==> config.mk <==
export PLATFORM = sky130hd
export DESIGN_NAME = uvmt_cv32e40x_sl_obi_responder
export DESIGN_NICKNAME = d
export VERILOG_FILES = /design/src/rtl/uvmt_cv32e40x_sl_obi_responder.sv
export SDC_FILE = /design/constraint.sdc
export NUM_CORES = 1
export LEC_CHECK = 0
export ABC_AREA = 1
export CAP_MARGIN = 30
export CORE_MARGIN = 2
export CORE_UTILIZATION = 59
export DETAILED_ROUTE_END_ITERATION = 10
export PLACE_DENSITY = 0.87
export SLEW_MARGIN = 20
export SYNTH_ARGS = -nofsm -noshare
export SYNTH_HDL_FRONTEND = slang
export SYNTH_SLANG_ARGS = --single-unit
==> constraint.sdc <==
create_clock -name clk_i -period 5.1 [get_ports clk_i]
set_input_delay 1.02 -clock clk_i [delete_from_list [all_inputs] [get_ports clk_i]]
set_output_delay 1.02 -clock clk_i [all_outputs]
set_load 0.05 [all_outputs]
==> src/rtl/uvmt_cv32e40x_sl_obi_responder.sv <==
// OBI responder model (memory side): grants requests, queues them and returns in-order
// read responses after a configurable latency, with address-decoded errors and a sticky protocol check.
module uvmt_cv32e40x_sl_obi_responder #(
  parameter int unsigned MAX_OUTSTANDING = 2,
  parameter int unsigned RESP_LATENCY    = 1,
  parameter logic [31:0] RDATA_XOR       = 32'hA5A5_A5A5,
  parameter logic [31:0] ERR_ADDR_BASE   = 32'hFFFF_FFFF,
  parameter logic [31:0] ERR_ADDR_MASK   = 32'h0000_0000
) (
  input  logic        clk_i,
  input  logic        rst_i,
  input  logic        req_i,
  input  logic [31:0] addr_i,
  input  logic        gnt_stall_i,
  input  logic        resp_stall_i,
  output logic        gnt_o,
  output logic        rvalid_o,
  output logic [31:0] rdata_o,
  output logic        err_o,
  output logic [3:0]  outstanding_o,
  output logic        protocol_err_o
);

  localparam int unsigned    PW      = (MAX_OUTSTANDING > 1) ? $clog2(MAX_OUTSTANDING) : 1;
  localparam int unsigned    DEPTH   = 1 << PW;
  localparam logic [PW-1:0]  LAST    = PW'(MAX_OUTSTANDING - 1);
  localparam logic [3:0]     LAT     = 4'(RESP_LATENCY);
  localparam logic [3:0]     MAX_OUT = 4'(MAX_OUTSTANDING);

  logic [31:0]   slot_addr_q [DEPTH];
  logic          slot_err_q  [DEPTH];
  logic [3:0]    slot_age_q  [DEPTH];
  logic [PW-1:0] wr_ptr_q, wr_ptr_d, rd_ptr_q, rd_ptr_d;
  logic [3:0]    q_cnt_q, q_cnt_d;
  logic [3:0]    outstanding_q, outstanding_d;
  logic          rvalid_q;
  logic [31:0]   rdata_q, rdata_d;
  logic          resp_err_q, resp_err_d;
  logic          perr_q, perr_d;
  logic          pend_q, pend_d;
  logic [31:0]   pend_addr_q;

  logic          accept, req_err, head_from_q, head_vld, head_err, issue, bypass, push, pop;
  logic [31:0]   head_addr;
  logic [3:0]    head_age;

  function automatic logic [PW-1:0] ptr_inc(input logic [PW-1:0] p);
    return (p == LAST) ? '0 : p + 1'b1;
  endfunction

  // Handshake: an address phase transfers in any cycle where req_i && gnt_o; once req_i is
  // raised without gnt_o, req_i and addr_i must stay stable until the grant cycle.
  always_comb begin
    gnt_o   = !rst_i && req_i && !gnt_stall_i && (outstanding_q < MAX_OUT);
    accept  = req_i && gnt_o;
    req_err = ((addr_i & ERR_ADDR_MASK) == ERR_ADDR_BASE);
  end

  // An empty queue lets a request accepted this cycle answer at this edge when latency is 1.
  always_comb begin
    head_from_q = (q_cnt_q != 4'd0);
    head_vld    = 1'b0;
    head_addr   = addr_i;
    head_err    = req_err;
    head_age    = 4'd0;
    if (head_from_q) begin
      head_vld  = 1'b1;
      head_addr = slot_addr_q[rd_ptr_q];
      head_err  = slot_err_q[rd_ptr_q];
      head_age  = slot_age_q[rd_ptr_q];
    end else begin
      head_vld  = accept;
    end
    issue  = head_vld && !resp_stall_i && (({1'b0, head_age} + 5'd1) >= {1'b0, LAT});
    bypass = issue && !head_from_q;
    push   = accept && !bypass;
    pop    = issue && head_from_q;
  end

  always_comb begin
    wr_ptr_d      = push ? ptr_inc(wr_ptr_q) : wr_ptr_q;
    rd_ptr_d      = pop ? ptr_inc(rd_ptr_q) : rd_ptr_q;
    q_cnt_d       = q_cnt_q + {3'b000, push} - {3'b000, pop};
    // A slot stays occupied through the cycle its response is visible on rvalid_o.
    outstanding_d = outstanding_q + {3'b000, accept} - {3'b000, rvalid_q};
    rdata_d       = rdata_q;
    resp_err_d    = resp_err_q;
    if (issue) begin
      rdata_d    = head_err ? 32'h0 : (head_addr ^ RDATA_XOR);
      resp_err_d = head_err;
    end
    perr_d = perr_q || (pend_q && (!req_i || (addr_i != pend_addr_q)));
    pend_d = req_i && !gnt_o;
  end

  always_ff @(posedge clk_i) begin
    if (rst_i) begin
      for (int i = 0; i < int'(DEPTH); i++) begin
        slot_addr_q[PW'(i)] <= 32'h0;
        slot_err_q[PW'(i)]  <= 1'b0;
        slot_age_q[PW'(i)]  <= 4'd0;
      end
      wr_ptr_q      <= '0;
      rd_ptr_q      <= '0;
      q_cnt_q       <= 4'd0;
      outstanding_q <= 4'd0;
      rvalid_q      <= 1'b0;
      rdata_q       <= 32'h0;
      resp_err_q    <= 1'b0;
      perr_q        <= 1'b0;
      pend_q        <= 1'b0;
      pend_addr_q   <= 32'h0;
    end else begin
      for (int i = 0; i < int'(DEPTH); i++) begin
        slot_age_q[PW'(i)] <= (slot_age_q[PW'(i)] >= LAT) ? LAT : slot_age_q[PW'(i)] + 4'd1;
      end
      if (push) begin
        slot_addr_q[wr_ptr_q] <= addr_i;
        slot_err_q[wr_ptr_q]  <= req_err;
        slot_age_q[wr_ptr_q]  <= 4'd1;
      end
      wr_ptr_q      <= wr_ptr_d;
      rd_ptr_q      <= rd_ptr_d;
      q_cnt_q       <= q_cnt_d;
      outstanding_q <= outstanding_d;
      rvalid_q      <= issue;
      rdata_q       <= rdata_d;
      resp_err_q    <= resp_err_d;
      perr_q        <= perr_d;
      pend_q        <= pend_d;
      pend_addr_q   <= addr_i;
    end
  end

  assign rvalid_o       = rvalid_q;
  assign rdata_o        = rdata_q;
  assign err_o          = resp_err_q;
  assign outstanding_o  = outstanding_q;
  assign protocol_err_o = perr_q;

endmodule

# Yosys cells after proc, flatten, opt, wreduce, memory -nomap -nowiden
# Memory sizes are Yosys's and may differ from the RTL's. A register that Yosys moved wholly into a read port is not among the register bits.
# Cells that the tools add are included.
# totals
n_memories	2
wordCells	75
ram_bits	72
output_inout_bits	40
reg_bits	78
input_bits	37
# op_classes
eq_ne	1
order_cmp	4
reduce_logical	22
add_sub_neg	9
mux	24
bitwise_logic	3
# mem_list
name	depth	word_bits	read_ports	rd_ports_with_merged_regs	write_ports	line_no	source
slot_addr_q	2	32	1	1	2	30	logic [31:0] slot_addr_q [DEPTH];
slot_age_q	2	4	3	1	3	32	logic [3:0] slot_age_q [DEPTH];
# op_table
op	count
32-bit two-way mux	3
32-bit inequality test	1
32-bit OR reduction	1
4-bit two-way mux	5
1-bit two-way mux	16
16-bit inverter	1
1-bit logical AND	11
4-bit by 1-bit adder with 4-bit output	2
4-bit by 1-bit adder with 4-bit output (second input constant)	2
4-bit by 1-bit >= comparator with 1-bit output (second input constant)	2
4-bit by 1-bit subtractor with 4-bit output	2
1-bit logical NOT	7
4-bit by 1-bit adder with 5-bit output (second input constant)	1
5-bit by 1-bit >= comparator with 1-bit output (second input constant)	1
4-bit by 2-bit less-than comparator with 1-bit output (second input constant)	1
4-bit nonzero test	1
1-bit adder (second input constant)	2
1-bit logical OR	2
1-bit OR	2

# Logic depth before layout (Yosys ltp)
# logic_depth
depth_word	16
depth_mapped	24
depth_no_buf	23

# Worst setup path after synthesis
# No wires, ideal clock.
# synth_path
path_kind	flip-flop to flip-flop
startpoint	register q_cnt_q[2]
endpoint	memory slot_addr_q[0][0], enable pin
setup_time_ns	0.389
slack_ns	1.730
required_time_ns	4.711
synth_period_minus_slack_ns	3.370
arrival_time_ns	2.980
path_stages_with_launch	16
n_path_buf	2
cell_sequence	dfxtp_1 -> inv_1 -> ha_1 -> nand2_1 -> inv_2 -> clkbuf_1 -> nor2_1 -> ha_1 -> nor2_1 -> nand3_1 -> nor2_2 -> nand3_2 -> nand3_4 -> nand3_4 -> buf_6 -> nand2_1
# synth_rtl
element	line_no	source
start: declaration	34	logic [3:0] q_cnt_q, q_cnt_d;
start signal: assignment	124	q_cnt_q <= q_cnt_d;
end: declaration	30	

==> flow_summary.yaml <==
cts:
  buffer_cell_driving_the_clock_tree_root: "clkbuf_16"
  cts_resized: 0
  htreeDepth: 4
  ctsHoldBuffers: 0
  clk_latency_ps: 420
  post-cts-setup-buffer-count: 0
  cts_tree: "done"
  clock_tree.buffer_depth: 2
  cts_sinks: 150
  clk_pin_slew_ps: 60
  numCtsBuffers: 17
grt:
  grt_max_degree: 79
  grt_pass1_wl_mm: 25.0
  globalRouteOverflowTotal: 0
  grt.total_usage: 0.272
  grt_pass1_vias: 5444
  antenna_violations_before_repair: 0
timing:
  worst_hold_slack_ps: 457
  worstMarginPinSlew_ps: 787
  finalSetupViolCount: 0
  setup_repair_after_global_routing_missed_its_margin: "no"
  max_slew_margin: 0.476
  final_cycle_share: 0.817
  finalHoldViolations: 0
  timing.clock.skew_ps: 11.2
  timing.final.crit_period_ps: 4170
  setup_total_negative_slack_ps: 0
  max_freq_ghz: 0.240
  final_report_max_slew_violation_count: 0
synth:
  post_synth_main_area_contributors: "edfxtp_1, dfxtp_1, nor2_1"
  synth_seq_cells: 150
  synth.avg_cell_area_um2: 8.54
  synth-warning-count: 0
  async_flop_share: 0
  synth_cell_types: 34
  synth-edff-count: 64
  yosys.area.top_type: "edfxtp_1"
  sequential_share_of_the_synthesized_area: 0.549
  flip_flop_cell_with_the_highest_count_after_synthesis: "dfxtp_1"
  syn_area_um2: 6640
  netlist_instances: 778
  yosysTopAreaCellShare: 0.289
power_and_ir_drop:
  share_of_power_burned_in_registers: 0.357
  cell_internal_pwr_mw: 2.65
  total_power_mw: 4.36
  p_per_area_nw_per_um2: 548
  clock_power_share: 0.269
  vdd_drop_max_mv: 0.325
  static-leakage-power_nw: 3.34
  power.combinational.fraction: 0.375
  net-switching-power_mw: 1.71
  switching_share: 0.392
worst_hold_path:
  hold_path_class: "flip-flop to flip-flop"
  timing.hold.worst_path_depth: 2
final_layout:
  mostFrequentLayoutCell: "nor2_1"
  antenna_cells: 0
  nFillCells: 760
  layout.core_utilization: 0.727
  final_cell_mix: "nor2_1, nand2_1, dfxtp_1"
  fin_cells: 999
  regArea_um2: 3640
  layout.nets: 903
  drive_gt1_frac: 0.0629
  multi_input_gate_area_in_the_final_layout_um2: 2440
  area_growth_syn_to_layout_pct: 19.7
route:
  drtIter0Drc: 443
  num_vias: 5375
  ant_nets: 0
  routed_wirelength_mm: 15.4
  drt_pass1_iterations: 5
  drt-wirelength-per-cell_um: 15.4
  post-route-drc-count: 0
  vias_per_cell: 5.38
worst_setup_path:
  crit_path_end_kind: "flip-flop"
  criticalPathCategory: "flip-flop to flip-flop"
  timing.reg2reg.worst_path_depth: 20
  required_ps: 5400
  startpoint_type_of_the_worst_setup_path: "flip-flop"
  crit_path_max_fanout: 34
  worstPathArrival_ps: 4460
floorplan:
  die_h_um: 110
  width_of_the_die_um: 110
  initial_core_util: 0.607
  io-pin-count: 77
  rows: 38
  die_area_um2: 12100
  core_area_um2: 10900
run:
  timing.max_cap.violations: 0
placed_design:
  globalplace.congestion: 0.831
  placedCellCount: 967
  port_buffer_count: 75
  place_hpwl_mm: 9.74
outcome:
  run_status: "complete, no violations"
-- layer usage --
metal / vias up / share of wire / GRT usage
met3: 31 / 0.062 / 0.0541
li1: 2594 / - / -
met2: 222 / 0.52 / 0.486
met4: 0 / 0.023 / 0.124
met5: - / 0 / 0
met1: 2528 / 0.39 / 0.313
-- synthesized netlist by cell type, drive strengths merged (4+ instances only) --
library cell  instances
a21oi                41
buf                  16
clkbuf               19
dfxtp                86
edfxtp               64
ha                   18
inv                  88
nand2               140
nand3                21
nor2                189
nor3                 21
o21ai                48
xnor2                12
xor2                  4
-- cell families (layout without fill, tap and decap cells) --
family	after synthesis	count (layout)	share of synthesized area
other cells	1	3	0.000565
buf+inv	123	202	0.0850
simple gates	375	375	0.231
fa+ha+maj	20	20	0.0399
compound gates	93	93	0.0735
flops	150	150	0.549
xor+xnor	16	16	0.0211
-- worst paths after layout --
path               endpoint           start  slack, ps
min          protocol_err_o  protocol_err_o        460
min reg2reg  protocol_err_o  protocol_err_o        460
max              q_cnt_q[2]       flip-flop        930
max reg2reg      q_cnt_q[2]       flip-flop        930
-- state kept, by name (all words and copies together) (netlist names), named ones only --
signal          count
wr_ptr_q            1
slot_age_q          8
outstanding_o       4
protocol_err_o      1
rvalid_o            1
pend_q              1
rd_ptr_q            1
q_cnt_q             4
slot_addr_q        64
rdata_o            32
pend_addr_q        32
-- power by group through the flow --
stage / combinational, mW / clock, mW / sequential (mW)
3_5_place_dp: 1.59 / 0 / 1.58
3_3_place_gp: 1.53 / 0 / 1.57
2_1_floorplan: 0.798 / 0 / 1.92
5_1_grt: 1.78 / 1.23 / 1.57
4_1_cts: 1.63 / 1.18 / 1.55
6_report: 1.63 / 1.17 / 1.55
-- cell type report --
class | count | share of cell area
repair buffers | 82 | 0.100
flip-flops and latches | 150 | 0.458
multi-input cells | 507 | 0.307
clock inverters | 12 | 0.0131
well taps | 140 | 0.0220
inverters | 88 | 0.0419
clock buffers | 20 | 0.0574
-- worst max-delay path, cell delays in order, from the launching register on --
cell and delay [ps]:
dfxtp_1 740, nand2_1 180, o21ai_2 110, nand2_2 100, inv_1 80, ha_1 220
nor2_1 100, nand3_1 100, nor2_2 130, nand3_2 140, nand2_4 370, inv_4 250
nand2_1 180, inv_1 70, ha_1 270, inv_1 60, ha_1 170, inv_1 60
fa_1 400, o21ai_0 250, a21oi_1 70
-- metrics by stage --
stage	setup slack (ps)	cell area, µm²
final	933	7950
after detailed placement	992	7390
after global routing	671	7950
after floorplan	1730	6650
after global placement	1160	7390
after CTS	979	7950
Note: power is estimated with default switching activity, not from simulation.
==> patch, RTL diff (config.mk and constraints unchanged) <==
The parameter `MAX_OUTSTANDING` goes from 2 to 1.
--- a/src/rtl/uvmt_cv32e40x_sl_obi_responder.sv
+++ b/src/rtl/uvmt_cv32e40x_sl_obi_responder.sv
@@ -1,7 +1,7 @@
 // OBI responder model (memory side): grants requests, queues them and returns in-order
 // read responses after a configurable latency, with address-decoded errors and a sticky protocol check.
 module uvmt_cv32e40x_sl_obi_responder #(
-  parameter int unsigned MAX_OUTSTANDING = 2,
+  parameter int unsigned MAX_OUTSTANDING = 1,
   parameter int unsigned RESP_LATENCY    = 1,
   parameter logic [31:0] RDATA_XOR       = 32'hA5A5_A5A5,
   parameter logic [31:0] ERR_ADDR_BASE   = 32'hFFFF_FFFF,
Behaviour: not the same (a bounded check fails within 4 cycles, from zero or initial values and one cycle with rst_i high).
==> patch against the original RTL <==
  * Setup slack better by 0.37 ns
  * Routed wire length is 34% lower
  * Area after synthesis is 24% lower
  * Total power is 30% lower
  * Global-route usage is 3.9 points lower
  * Core utilization is 0.36 points lower
  * Critical path type is now primary input to primary output
  * Register-to-register slack better by 0.63 ns
  * Final area is 25% lower
  * Sequential cell count is 39 lower
  * Synthesized cell count is 24% lower
==> patch: results (changes against the original RTL) <==
** Clocking
- The clock buffer count from CTS came to 9 (-8).
- Library cell used as clock root buffer :: sky130_fd_sc_hd__clkbuf_8
- Clock latency on the worst-skew pair :: 0.36 ns (-0.06 ns)
- The CTS H-tree depth was 3 (-1).
- The number of buffers inserted by post-CTS setup repair was 0 (unchanged).
- The post-cts gate resize count is 0 (unchanged).
- The clock edge transition at the registers on the reported setup and hold paths is 0.08 ns (+0.02 ns).
- Bufs on Longest Clock Path :: 2 (unchanged)

** Status
- Run status :: complete, no violations

** Global routing
- The number of antenna violations at the first check in global routing was 0 (unchanged).
- First-pass GRT wire length :: 16700 um (-33%)
- Pin count of the biggest net entering global routing :: 74 (-6.3%)
- The number of global-route vias before repair is 3793 (-30%).
- The overall fraction of global-route tracks in use came to 23.3% (-3.9 points).

** Pwr
- Total Power :: 3040 uW (-30%)
- The worst-case vdd ir drop is 268 uV (-17%).
- Power dissipated by switching net loads :: 1280 uW (-25%)
- The combinational-cell power consumption came to 1370 uW (-16%).
- The static leakage was 0.00247 uW (-26%).
- Fraction of power consumed by the clock network :: 17.5% (-9.4 points)

** Detailed routing
- The number of detailed-route iterations in the first pass came to 5 (unchanged).
- The via total after detailed routing was 3867 (-28%).
- DRC marker count from the first detailed-route iteration :: 204 (-54%)
- Total wire length :: 10100 um (-34%)
- The via count normalized by instance count was 5.04 (-6.4%).

** Final layout
- Number of filler instances in the final layout :: 627 (-18%)
- Fraction of layout instances using a drive strength above 1 :: 11.5% (+5.2 points)
- The number of nets in the layout is 713 (-21%).
- Antenna cell count :: 0 (unchanged)

** Worst hold path
- The tightest min-delay check is of the flip-flop to flip-flop type.

** Setup path
- WP data arrival :: 2.78 ns (-1.68 ns)
- Maximum net fanout on the critical path :: 3 (-91%)
- Dominant delay contributor by cell family on the critical path :: buffers and inverters
- Slowest stage cell on the critical path :: sky130_fd_sc_hd__clkdlybuf4s50_1
- The biggest cell delay along the critical path was 0.83 ns (+0.09 ns).

** Place
- The post-placement cell count was 753 (-22%).
- The quantity of I/O buffers inserted on ports was 75 (unchanged).
- The placed cell area came to 5770 sq um (-22%).
- The setup slack after placement was 1.29 ns (+0.301 ns).
- Placed wire-length estimate :: 6990 um (-28%)
- The placer congestion estimate came to 0.795 (-4.4%).

** Yosys
- The number of instances in the synthesized netlist was 594 (-24%).
- Main area contributors after synthesis :: sky130_fd_sc_hd__dfxtp_1 31%, sky130_fd_sc_hd__edfxtp_1 19%, sky130_fd_sc_hd__nand2_1 11%
- Count of flip-flops with a built-in enable after synthesis :: 32 (-50%)
- Distinct cell type count after synthesis :: 35 (+2.9%)
- Share of flip-flops with an asynchronous set or reset after synthesis :: 0% (unchanged)
- Yosys warns :: 0 (unchanged)
- By count the netlist is led by 145 x sky130_fd_sc_hd__nand2_1, 87 x sky130_fd_sc_hd__nor2_1, 79 x sky130_fd_sc_hd__dfxtp_1.
- The sequential area share after synthesis is 50.5% (-4.4 points).

** Timing
- The worst slew margin relative to its limit came to 37.3% (-10 points).
- Worst Clk Skew :: 0.0112 ns (+0.0000157 ns)
-- patch: changes by cell type in the layout (fill, tap and decap cells not counted), moves of 10 or more --
cell,delta
sky130_fd_sc_hd__inv_1,-13
sky130_fd_sc_hd__nor3_1,-20
sky130_fd_sc_hd__a21oi_1,-33
sky130_fd_sc_hd__nand2_2,+10
sky130_fd_sc_hd__nor2_1,-98
sky130_fd_sc_hd__o21ai_1,-11
sky130_fd_sc_hd__a21oi_2,+30
sky130_fd_sc_hd__clkbuf_16,-15
sky130_fd_sc_hd__edfxtp_1,-32
-- patch: worst register-to-register path: stages, from the launching register on --
cell,delay [ns]
sky130_fd_sc_hd__dfxtp_1,0.32
sky130_fd_sc_hd__inv_1,0.05
sky130_fd_sc_hd__ha_1,0.22
sky130_fd_sc_hd__nand2_4,0.32
sky130_fd_sc_hd__nand2_1,0.11
sky130_fd_sc_hd__ha_1,0.29
sky130_fd_sc_hd__nor2_1,0.10
sky130_fd_sc_hd__nand3_1,0.09
sky130_fd_sc_hd__nor2_2,0.12
sky130_fd_sc_hd__nand2_1,0.11
sky130_fd_sc_hd__nand3_1,0.16
sky130_fd_sc_hd__nand2_4,0.26
sky130_fd_sc_hd__ha_1,0.39
sky130_fd_sc_hd__inv_1,0.04
sky130_fd_sc_hd__ha_1,0.21
sky130_fd_sc_hd__fa_1,0.38
sky130_fd_sc_hd__xnor2_1,0.17
sky130_fd_sc_hd__nor2_1,0.06
-- patch: cells by family after synthesis --
family,count (synthesis),share of synthesized area (%)
AND/OR/NAND/NOR,272,22.8
flip-flops,111,50.5
buffers and inverters,99,9.02
AO/OA/AOI/OAI,79,10.5
adder cells (fa/ha/maj),17,4.52
XOR/XNOR,15,2.61
other,1,0.0745
-- patch: worst paths after layout --
check | startpoint | slack, ns | to | cells after the start
worst max-delay path | req_i | 1.30 | gnt_o | 6
worst min-delay path | rdata_o[25]$_SDFFE_PP0N_ | 0.48 | rdata_o[25]$_SDFFE_PP0N_ | 2
worst max register to register | q_cnt_q[2]$_SDFF_PP0_ | 1.56 | q_cnt_q[2]$_SDFF_PP0_ | 17
worst min register to register | rdata_o[25]$_SDFFE_PP0N_ | 0.48 | rdata_o[25]$_SDFFE_PP0N_ | 2
-- patch: final cells by class --
cell class                      count  area, sq um  share of cell area, %
Sequential cell                   111         2540                   42.5
Inverter                           75          287                   4.79
Multi-Input combinational cell    385         2040                   34.2
Clock buffer                       13          201                   3.37
Clock inverter                      2         8.76                  0.147
Tap cell                          105          131                   2.20
Timing Repair Buffer               77          763                   12.8
-- patch: layer usage --
layer | global-route usage (%) | up-vias | routed length (um)
met2 | 41.5 | 96 | 5250
met1 | 27.9 | 1781 | 4270
met3 | 3.49 | 17 | 407
met5 | 0 | - | 0
li1 | - | 1973 | -
met4 | 10.3 | 0 | 201
